<file path="src/rtl/lsu_mem_port.sv">
// ---------------------------------------------------------------------------
// lsu_mem_port
//
// Load/store initiator for the CPU memory stage. Takes one load or store at a
// time, runs the 32-bit memory read/write sequence on the unified byte-address
// memory port, and returns aligned, extended load data or a store completion.
// The memory always writes 4 bytes at address..address+3, so byte and
// halfword stores are done as a read-modify-write of that 4-byte window.
//
// Ports
//   clk, rst_n        : clock, asynchronous active-low reset
//   req_valid/ready   : request handshake, ready only while idle
//   req_write         : 1 = store, 0 = load
//   req_size          : 00 byte, 01 half, 10 word, 11 illegal
//   req_unsigned      : loads only, 1 = zero-extend, 0 = sign-extend
//   req_addr          : byte address, any alignment
//   req_wdata         : store data, low 8/16/32 bits used
//   resp_valid        : one-cycle response pulse
//   resp_rdata        : extended load data, 0 for stores and faults
//   resp_fault        : illegal size or out-of-range address
//   mem_address       : memory byte address (registered)
//   mem_data_in       : memory write data (registered)
//   mem_w_enable      : memory write enable (registered)
//   mem_data_out      : combinational memory read data, little-endian
// ---------------------------------------------------------------------------
module lsu_mem_port #(
    parameter logic [31:0] START_ADDR = 32'h01000000,
    parameter int unsigned MEM_SIZE   = 1048576
) (
    input  logic        clk,
    input  logic        rst_n,
    input  logic        req_valid,
    output logic        req_ready,
    input  logic        req_write,
    input  logic [1:0]  req_size,
    input  logic        req_unsigned,
    input  logic [31:0] req_addr,
    input  logic [31:0] req_wdata,
    output logic        resp_valid,
    output logic [31:0] resp_rdata,
    output logic        resp_fault,
    output logic [31:0] mem_address,
    output logic [31:0] mem_data_in,
    output logic        mem_w_enable,
    input  logic [31:0] mem_data_out
);

    // Last valid byte address, kept 33 bits wide to match the range sum.
    localparam logic [32:0] LAST_ADDR = {1'b0, START_ADDR} + 33'(MEM_SIZE) - 33'd1;

    typedef enum logic [1:0] {
        IDLE = 2'd0,
        RD   = 2'd1,
        WR   = 2'd2,
        RESP = 2'd3
    } state_t;

    state_t      r_state;
    logic        r_write;
    logic [1:0]  r_size;
    logic        r_unsigned;
    logic [31:0] r_wdata;
    logic        r_req_ready;
    logic        r_resp_valid;
    logic        r_resp_fault;
    logic [31:0] r_resp_rdata;
    logic [31:0] r_mem_address;
    logic [31:0] r_mem_data_in;
    logic        r_mem_w_enable;

    logic [32:0] w_addr_end;
    logic        w_in_range;
    logic        w_fault;
    logic [31:0] w_load_data;
    logic [31:0] w_merge_data;

    // The 33-bit sum makes addresses near 32'hFFFFFFFF fault instead of
    // wrapping around into the valid window.
    assign w_addr_end = {1'b0, req_addr} + 33'd3;
    assign w_in_range = (req_addr >= START_ADDR) && (w_addr_end <= LAST_ADDR);
    assign w_fault    = !w_in_range || (req_size == 2'b11);

    // Load extension of the word read in RD. Size 11 never reaches RD.
    always_comb begin
        w_load_data = mem_data_out;
        case (r_size)
            2'b00: w_load_data = r_unsigned ? {24'h000000, mem_data_out[7:0]}
                                            : {{24{mem_data_out[7]}}, mem_data_out[7:0]};
            2'b01: w_load_data = r_unsigned ? {16'h0000, mem_data_out[15:0]}
                                            : {{16{mem_data_out[15]}}, mem_data_out[15:0]};
            default: w_load_data = mem_data_out;
        endcase
    end

    // Sub-word store: keep the upper bytes read back in RD.
    assign w_merge_data = (r_size == 2'b00) ? {mem_data_out[31:8], r_wdata[7:0]}
                                            : {mem_data_out[31:16], r_wdata[15:0]};

    // Control FSM. Every output is a flop, so the write enable clears
    // asynchronously the moment reset asserts, even in the middle of WR.
    always_ff @(posedge clk or negedge rst_n) begin
        if (!rst_n) begin
            r_state        <= IDLE;
            r_write        <= 1'b0;
            r_size         <= 2'b00;
            r_unsigned     <= 1'b0;
            r_wdata        <= 32'h0;
            r_req_ready    <= 1'b1;
            r_resp_valid   <= 1'b0;
            r_resp_fault   <= 1'b0;
            r_resp_rdata   <= 32'h0;
            r_mem_address  <= 32'h0;
            r_mem_data_in  <= 32'h0;
            r_mem_w_enable <= 1'b0;
        end else begin
            case (r_state)
                IDLE: begin
                    if (req_valid && r_req_ready) begin
                        r_write       <= req_write;
                        r_size        <= req_size;
                        r_unsigned    <= req_unsigned;
                        r_wdata       <= req_wdata;
                        r_mem_address <= req_addr;
                        r_req_ready   <= 1'b0;
                        if (w_fault) begin
                            r_state      <= RESP;
                            r_resp_valid <= 1'b1;
                            r_resp_fault <= 1'b1;
                            r_resp_rdata <= 32'h0;
                        end else if (req_write && (req_size == 2'b10)) begin
                            // Whole word: no read-back needed.
                            r_state        <= WR;
                            r_mem_w_enable <= 1'b1;
                            r_mem_data_in  <= req_wdata;
                        end else begin
                            r_state <= RD;
                        end
                    end
                end
                RD: begin
                    if (r_write) begin
                        r_state        <= WR;
                        r_mem_w_enable <= 1'b1;
                        r_mem_data_in  <= w_merge_data;
                    end else begin
                        r_state      <= RESP;
                        r_resp_valid <= 1'b1;
                        r_resp_rdata <= w_load_data;
                    end
                end
                WR: begin
                    r_state        <= RESP;
                    r_mem_w_enable <= 1'b0;
                    r_resp_valid   <= 1'b1;
                    r_resp_fault   <= 1'b0;
                    r_resp_rdata   <= 32'h0;
                end
                RESP: begin
                    r_state      <= IDLE;
                    r_req_ready  <= 1'b1;
                    r_resp_valid <= 1'b0;
                    r_resp_fault <= 1'b0;
                    r_resp_rdata <= 32'h0;
                end
                default: begin
                    r_state        <= IDLE;
                    r_req_ready    <= 1'b1;
                    r_resp_valid   <= 1'b0;
                    r_resp_fault   <= 1'b0;
                    r_resp_rdata   <= 32'h0;
                    r_mem_w_enable <= 1'b0;
                end
            endcase
        end
    end

    assign req_ready    = r_req_ready;
    assign resp_valid   = r_resp_valid;
    assign resp_fault   = r_resp_fault;
    assign resp_rdata   = r_resp_rdata;
    assign mem_address  = r_mem_address;
    assign mem_data_in  = r_mem_data_in;
    assign mem_w_enable = r_mem_w_enable;

endmodule
</file>
<file path="config.mk">
export PLATFORM = sky130hd
export DESIGN_NAME = lsu_mem_port
export DESIGN_NICKNAME = d
export VERILOG_FILES = /design/src/rtl/lsu_mem_port.sv
export SDC_FILE = /design/constraint.sdc
export NUM_CORES = 1
export LEC_CHECK = 0
export ABC_AREA = 1
export CAP_MARGIN = 15
export CELL_PAD_IN_SITES_DETAIL_PLACEMENT = 2
export CELL_PAD_IN_SITES_GLOBAL_PLACEMENT = 2
export CORE_MARGIN = 2
export CORE_UTILIZATION = 23
export DETAILED_ROUTE_END_ITERATION = 7
export GPL_TIMING_DRIVEN = 0
export PLACE_DENSITY_LB_ADDON = 0.1
export SYNTH_ARGS = -nofsm -noshare
export SYNTH_HDL_FRONTEND = slang
export SYNTH_SLANG_ARGS = --single-unit
</file>
<file path="constraint.sdc">
create_clock -name clk -period 2.3 [get_ports clk]
set_input_delay 0.46 -clock clk [delete_from_list [all_inputs] [get_ports clk]]
set_output_delay 0.46 -clock clk [all_outputs]
set_load 0.1 [all_outputs]
</file>
==> results.md, run 1 <==
* Die Ht at 177 um
* Worst-Skew Late Latency at 0.43 ns
* P_leak at 5.69 nW
* Clock sink count at 122
* Post-synth EDFFs at 0
* Clock buffer depth at 2
* Global-route wire length before repair at 48,100 um
* Average cell area after synthesis at 7.13 um^2
* Crit path launch: req_addr[0]
* # H-tree levels at 4
* Fraction of registers with async set/reset at 100%
* Share of post-route cells with drive strength above 1 at 26.7%
* Tot GR Track Use at 20.2%
* Main synth FF type: dfrtp_1
* Total Routed Length at 31,800 um
* Seq/Total Area, Yosys at 44.3%
* Max IR drop VDD at 0.727 mV
* Dpl hpwl at 23,600 um
* CTS Buf Count at 17
* Vias in the first global route at 8,181
* Worst reg2reg path startpoint: r_state[1]$_DFFE_PN0P_
* Cell mode on critical path: nand2_2
* RSZ-0062 raised after global routing: true
* Relative slew slack at 30.0%
* Die W at 177 um
* Hold Path Class: in -> async
* Inst Count DP at 1,561
* Register bit count reported by yosys at 122
* Largest fanout on the critical path at 7
* Hold Slack at -0.0260 ns
* Max incr delay on CP at 0.24 ns
* Slew Limit Fails at 0
* Average routed wire per standard cell at 19.4 um
* Port buffer count at 202
* Largest net degree at the start of global routing at 71
* Worst path slowest cell: clkbuf_16
* Via Count at 7,595
* Router iterations before antenna repair at 4
* Status: finished with violations
* Fmax at 408 MHz
* Antenna violations before repair at 1
* Hold Buf Count CTS at 0
* Routed Antenna Nets at 0
* Gate count after technology mapping at 968
* DRC errors left at 0
* 1st-iter DRT viols at 278
* Max Cap Viol at 0
* Total gr overflow at 0
* Initial Util at 23.3%
* Post-DP Area at 9460 um^2
* Core area at 29,600 um^2
* Final WS setup at -0.148 ns
* Post-synth cell types at 35
* Vias per inst at 4.64
* Layout area overhead at 63.2%
* Synth Cell Area at 6900 um^2
* Violated checks: negative hold slack, negative setup slack
* Part of the cycle the worst path needs at 106%
* I/O pins at 203
* Post-layout min period at 2.45 ns
* Reg clk slew, reported paths at 0.06 ns
* Worst slew pin tran at 1.05 ns
* Root buf cell: clkbuf_16
* WS Path Type: in -> reg
* CP endpoint kind: flop
* Critical Path AT at 2.77 ns
* Finished Layout Cells at 1,637
* Final Hold Viols at 12
* CP Launch Type: primary input
* Net count after synthesis at 1,077
* Synth warnings at 0
* Final GP Congestion at 0.844
* Worst Path Required at 2.62 ns
* Row Count at 63
* Post-route cell area at 11,300 um^2
* Final setup fails at 66
* P per Cell Area at 1580 nW/um^2
* TritonCTS clock tree: done
* Reg2reg path depth at 9
* Die ar. at 31,400 um^2
* Critical path cell sequence: buf_8, inv_6, ha_4, nor2_4, nand2_4, nor2_8, buf_6, nand3_4, nand2_2, nand2_2, nor2_4, nand3_2, nand2_2, nand2_4, buf_6, nand3_4, nand3_4, clkbuf_16, nand2_4, nand2_2
* Layout Skew at 0.0122 ns
* Nets@finish at 1,343
[cells by family (layout without fill, tap and decap cells)]
logic type | Yosys count | count (layout) | synth area share [%]
buffers and inverters | 135 | 413 | 8.05
AO/OA/AOI/OAI | 116 | 116 | 8.69
adder cells (fa/ha/maj) | 6 | 6 | 1.09
other | 0 | 1 | 0
AND/OR/NAND/NOR | 583 | 583 | 37.1
XOR/XNOR | 6 | 6 | 0.762
flip-flops | 122 | 122 | 44.3
[routing by layer]
metal  global-route usage [%]  wire, um  up-vias
li1                         -         -     3671
met1                     25.4     13600     3743
met2                     36.5     16600      153
met3                     2.75      1120       28
met4                     4.65       425        0
met5                        0         0        -
[worst max-delay path, delay by kind of cell]
| family | cells | cell delay [ns] |
|---|---|---|
| adder cells (fa/ha/maj) | 1 | 0.17 |
| buffers and inverters | 5 | 0.63 |
| AND/OR/NAND/NOR | 14 | 1.51 |
[repair_timing]
action / in CTS / in global routing
pin swaps: 33 / 48
buffers inserted: 27 / 14
cloned: 3 / 4
resized for setup: 325 / 208
setup endpoints to repair: 220 / 81
[flip-flops by register name, summed over array words and instances (netlist names)]
register      count
mem_address      32
resp_fault        1
r_write           1
mem_w_enable      1
r_wdata          16
r_size            2
resp_rdata       32
req_ready         1
r_unsigned        1
mem_data_in      32
resp_valid        1
r_state           2
[power by group]
part / internal, mW / leakage (nW) / total [mW] / switching (mW)
Clock: 1.59 / 0.280 / 2.72 / 1.13
Sequential: 3.09 / 1.57 / 3.72 / 0.627
Combinational: 2.61 / 3.84 / 11.3 / 8.74
[Yosys cell counts (5+ instances only)]
cell type | n | area [um^2]
nand2_1 | 365 | 1370
dfrtp_1 | 121 | 3030
inv_1 | 85 | 319
o21ai_0 | 85 | 425
nor2_1 | 79 | 297
nand4_1 | 71 | 444
nand3_1 | 39 | 195
clkbuf_1 | 33 | 124
a21oi_1 | 18 | 90.1
o22ai_1 | 9 | 56.3
buf_4 | 6 | 45.0
ha_1 | 6 | 75.1
xor2_1 | 6 | 52.6
nor3_1 | 5 | 25.0
[cell usage in the layout, fill, tap and decap left out, types with 6 or more instances in the layout]
master             n
a21oi_1           18
buf_2             14
buf_4             26
buf_6             13
buf_8             12
clkbuf_1          19
clkbuf_16         21
clkbuf_2          18
clkbuf_4           6
clkdlybuf4s50_1   70
dfrtp_1          121
dlygate4sd2_1     99
inv_1             81
nand2_1          255
nand2_2           85
nand2_4           31
nand3_1           30
nand3_2            8
nand4_1           71
nor2_1            35
nor2_2            18
nor2_4            34
o21ai_0           82
o22ai_1            8
[path summary, 6_finish.rpt]
| kind | end | slack, ns |
|---|---|---|
| max | resp_rdata[16]$_DFFE_PN0P_ | -0.15 |
| min reg2reg | resp_rdata[28]$_DFFE_PN0P_ | 0.47 |
| max reg2reg | mem_data_in[3]$_DFFE_PN0P_ | 0.03 |
| max in group asynchronous | req_ready$_DFFE_PN1P_ | 1.50 |
| min | mem_data_in[5]$_DFFE_PN0P_ | -0.03 |
| min in group clk | mem_address[0]$_DFFE_PN0P_ | 0.31 |
[final cells by class]
cell class / count / area [um^2]
repair buffers: 251 / 2410
clock buffers: 17 / 425
clock inverters: 14 / 148
multi-input cells: 711 / 4120
fillers: 3395 / 18300
diodes: 1 / 2.50
flip-flops and latches: 122 / 3060
inverters: 89 / 344
well taps: 390 / 488
plain buffers: 42 / 260
[through the flow]
step / power [mW] / util (%) / worst slack (ns) / setup TNS (ns) / hold slack (ns)
global route: 18.8 / 38.1 / -0.275 / -16.11 / 0.00517
finish: 17.8 / 38.1 / -0.148 / -7.19 / -0.0260
global placement: 14.3 / 31.9 / -4.86 / -693.48 / 0.455
CTS: 17.3 / 35.9 / -0.189 / -8.77 / 0.00132
detailed placement: 14.4 / 32.0 / -1.34 / -107.16 / 0.461
floorplan: 11.3 / - / 0.0252 / 0 / 0.164
No activity file was read; power rests on OpenSTA's default activity.
==> inputs of run 2 (changes only) <==
- ABC_AREA: 1 -> unset
- CORE_UTILIZATION: 23 -> 26
- CTS_CLUSTER_SIZE: unset -> 12
- HOLD_SLACK_MARGIN: unset -> 0.02
==> run 2 against run 1 <==
Compared with the run above:
- the run ends with negative setup slack left
- register-to-register slack got worse by 0.18 ns
- worst setup slack worse by 0.59 ns
- clock skew is essentially flat
- wire length down 26%
- utilization is 7.2 points higher
- design area is 9.5% lower
- fmax decreased by 19%
- non-clock buffer count fell by 20
- flip-flop and latch count unchanged
- synthesized cell count fell by 48%
- count of clock-buffer cells in the layout up 1
- die area down 24%
- largest cell class unchanged
==> results.md, run 2 <==
* # H-tree levels at 4
* Fraction of registers with async set/reset at 100%
* WS Path Type: in -> reg
* Antenna violations before repair at 0
* RSZ-0062 raised after global routing: true
* Total Routed Length at 23,400 um
* Fill cells at 2,258
* CTS Buf Count at 17
* CP endpoint kind: flop
* Synth Cell Area at 5910 um^2
* Synth top area share at 51.3%
* Tot GR Track Use at 19.9%
* Port buffer count at 202
* Layout area overhead at 72.4%
* Final GP Congestion at 0.776
* Share of post-route cells with drive strength above 1 at 37.2%
* Total gr overflow at 0
* Largest area contributor in the netlist: dfrtp_1
* Commonest non-fill, non-tap cells in the layout: dfrtp_1, dlygate4sd2_1, clkdlybuf4s50_1, mux2_2, mux2_4
* Synth area leaders: dfrtp_1, mux2_2, mux2_1
* Commonest cells in the netlist: dfrtp_1, mux2_2, nand2_1, o2bb2ai_1, a21oi_1
* Die W at 155 um
* Layout Skew at 0.0122 ns
* Most common cell in the netlist: dfrtp_1
* Synth warnings at 0
* Post-synth cell types at 55
* Final setup fails at 69
* Reg clk slew, reported paths at 0.06 ns
* Via Count at 5,208
* Global-route wire length before repair at 36,500 um
* Core area at 22,500 um^2
* Worst slew pin tran at 1.09 ns
* Router iterations before antenna repair at 5
* # diodes at 0
* Root buf cell: clkbuf_16
* Net count after synthesis at 610
* Average routed wire per standard cell at 21.9 um
* Gate count after technology mapping at 501
* Routed Antenna Nets at 0
* Fmax at 329 MHz
* DRC errors left at 0
* Die ar. at 23,900 um^2
* Hold Buf Count CTS at 0
* Worst Path Required at 2.60 ns
* Setup slack at placement at -2.16 ns
* Critical Path AT at 3.34 ns
* Relative slew slack at 26.8%
* Row Count at 55
* Vias in the first global route at 6,103
* Slew Limit Fails at 0
* Hold Path Class: in -> async
* Final WS setup at -0.740 ns
* Dpl hpwl at 16,000 um
* Max Cap Viol at 0
* Status: finished with violations
* Post-synth EDFFs at 0
* Nets@finish at 876
* TritonCTS clock tree: done
* Register bit count reported by yosys at 122
* Vias per inst at 4.89
* Worst-Skew Late Latency at 0.43 ns
* Die Ht at 155 um
* Violated checks: negative setup slack
* Clock sink count at 122
* Seq/Total Area, Yosys at 51.7%
* Main synth FF type: dfrtp_1
* Average cell area after synthesis at 11.8 um^2
* Largest net degree at the start of global routing at 63
* Part of the cycle the worst path needs at 132%
* Commonest non-fill, non-tap cell in the layout: dfrtp_1
* Largest fanout on the critical path at 5
* I/O pins at 203
* Final Hold Viols at 0
* Initial Util at 26.2%
* 1st-iter DRT viols at 158
* Hold Slack at 0.0169 ns
* Post-layout min period at 3.04 ns
* Clock buffer depth at 2
* CP Launch Type: primary input
-- run 2: worst paths after layout --
path	startpoint	to	slack, ns	cells after the start
min in group clk	req_addr[5]	mem_address[5]$_DFFE_PN0P_	0.29	2
max in group asynchronous	rst_n	r_wdata[6]$_DFFE_PN0P_	1.52	2
setup / recovery	req_addr[1]	mem_data_in[28]$_DFFE_PN0P_	-0.74	15
hold / removal	rst_n	resp_rdata[5]$_DFFE_PN0P_	0.02	1
hold reg to reg	resp_rdata[1]$_DFFE_PN0P_	resp_rdata[1]$_DFFE_PN0P_	0.49	1
setup reg to reg	r_state[1]$_DFFE_PN0P_	resp_rdata[31]$_DFFE_PN0P_	-0.15	9
-- run 2: logic make-up (layout without fill, tap and decap cells) --
kind of cell | after synthesis | count (layout) | synth area share, %
adders and majority gates | 6 | 6 | 1.27
AOI/OAI and AO/OA | 106 | 106 | 12.4
buffers and inverters | 44 | 323 | 3.30
xor gates and xnor gates | 4 | 4 | 0.593
and+or+nand+nor | 109 | 109 | 9.89
muxes | 110 | 110 | 20.9
DFF | 122 | 122 | 51.7
-- run 2: stage by stage --
step                      setup TNS [ns]  util [%]  instance area, um^2  cells
after floorplan                   -38.51         -                 6020    501
after global placement           -670.26      37.3                 8400    988
after detailed placement         -149.74      37.5                 8430    989
after CTS                         -37.62      44.2                 9960   1065
after global routing              -48.74      45.2                10200   1065
final                             -40.41      45.2                10200   1065
-- run 2: what timing repair did --
action	4_1_cts	5_1_grt
buffers inserted	38	5
pin swaps	31	20
endpoints found under the setup margin	189	79
gates cloned	7	1
resized for setup	330	42
-- run 2: final cells by class --
| type | instances | area (um^2) | area share [%] |
|---|---|---|---|
| Timing Repair Buffer | 249 | 2510 | 24.7 |
| Buffer | 24 | 194 | 1.90 |
| Sequential cell | 122 | 3050 | 30.0 |
| Multi-Input combinational cell | 335 | 3400 | 33.4 |
| Inverter | 18 | 87.6 | 0.860 |
| Clock buffer | 18 | 429 | 4.21 |
| Clock inverter | 14 | 150 | 1.47 |
| Tap cell | 285 | 357 | 3.50 |
-- run 2: per-layer routing --
metal	track usage [%]	vias to the layer above	share of wire, %
met2	36.5	131	53
met3	4.90	18	4.6
li1	-	2381	-
met4	4.76	0	0.90
met1	23.4	2678	41
met5	0	-	0
-- run 2: worst max-delay path, cell delays in order --
cell,delay (ns)
buf_12,0.09
inv_12,0.03
ha_4,0.14
nand4b_1,0.23
or4_4,0.52
nor3_4,0.17
nand2_2,0.09
xnor2_2,0.16
nor4_4,0.31
nand4_1,0.24
a21oi_4,0.21
buf_12,0.15
buf_12,0.11
buf_12,0.11
mux2_4,0.30
Power of run 2 is not shown: default switching activity piles up to over one toggle a cycle in this logic, so the estimate is an artifact.
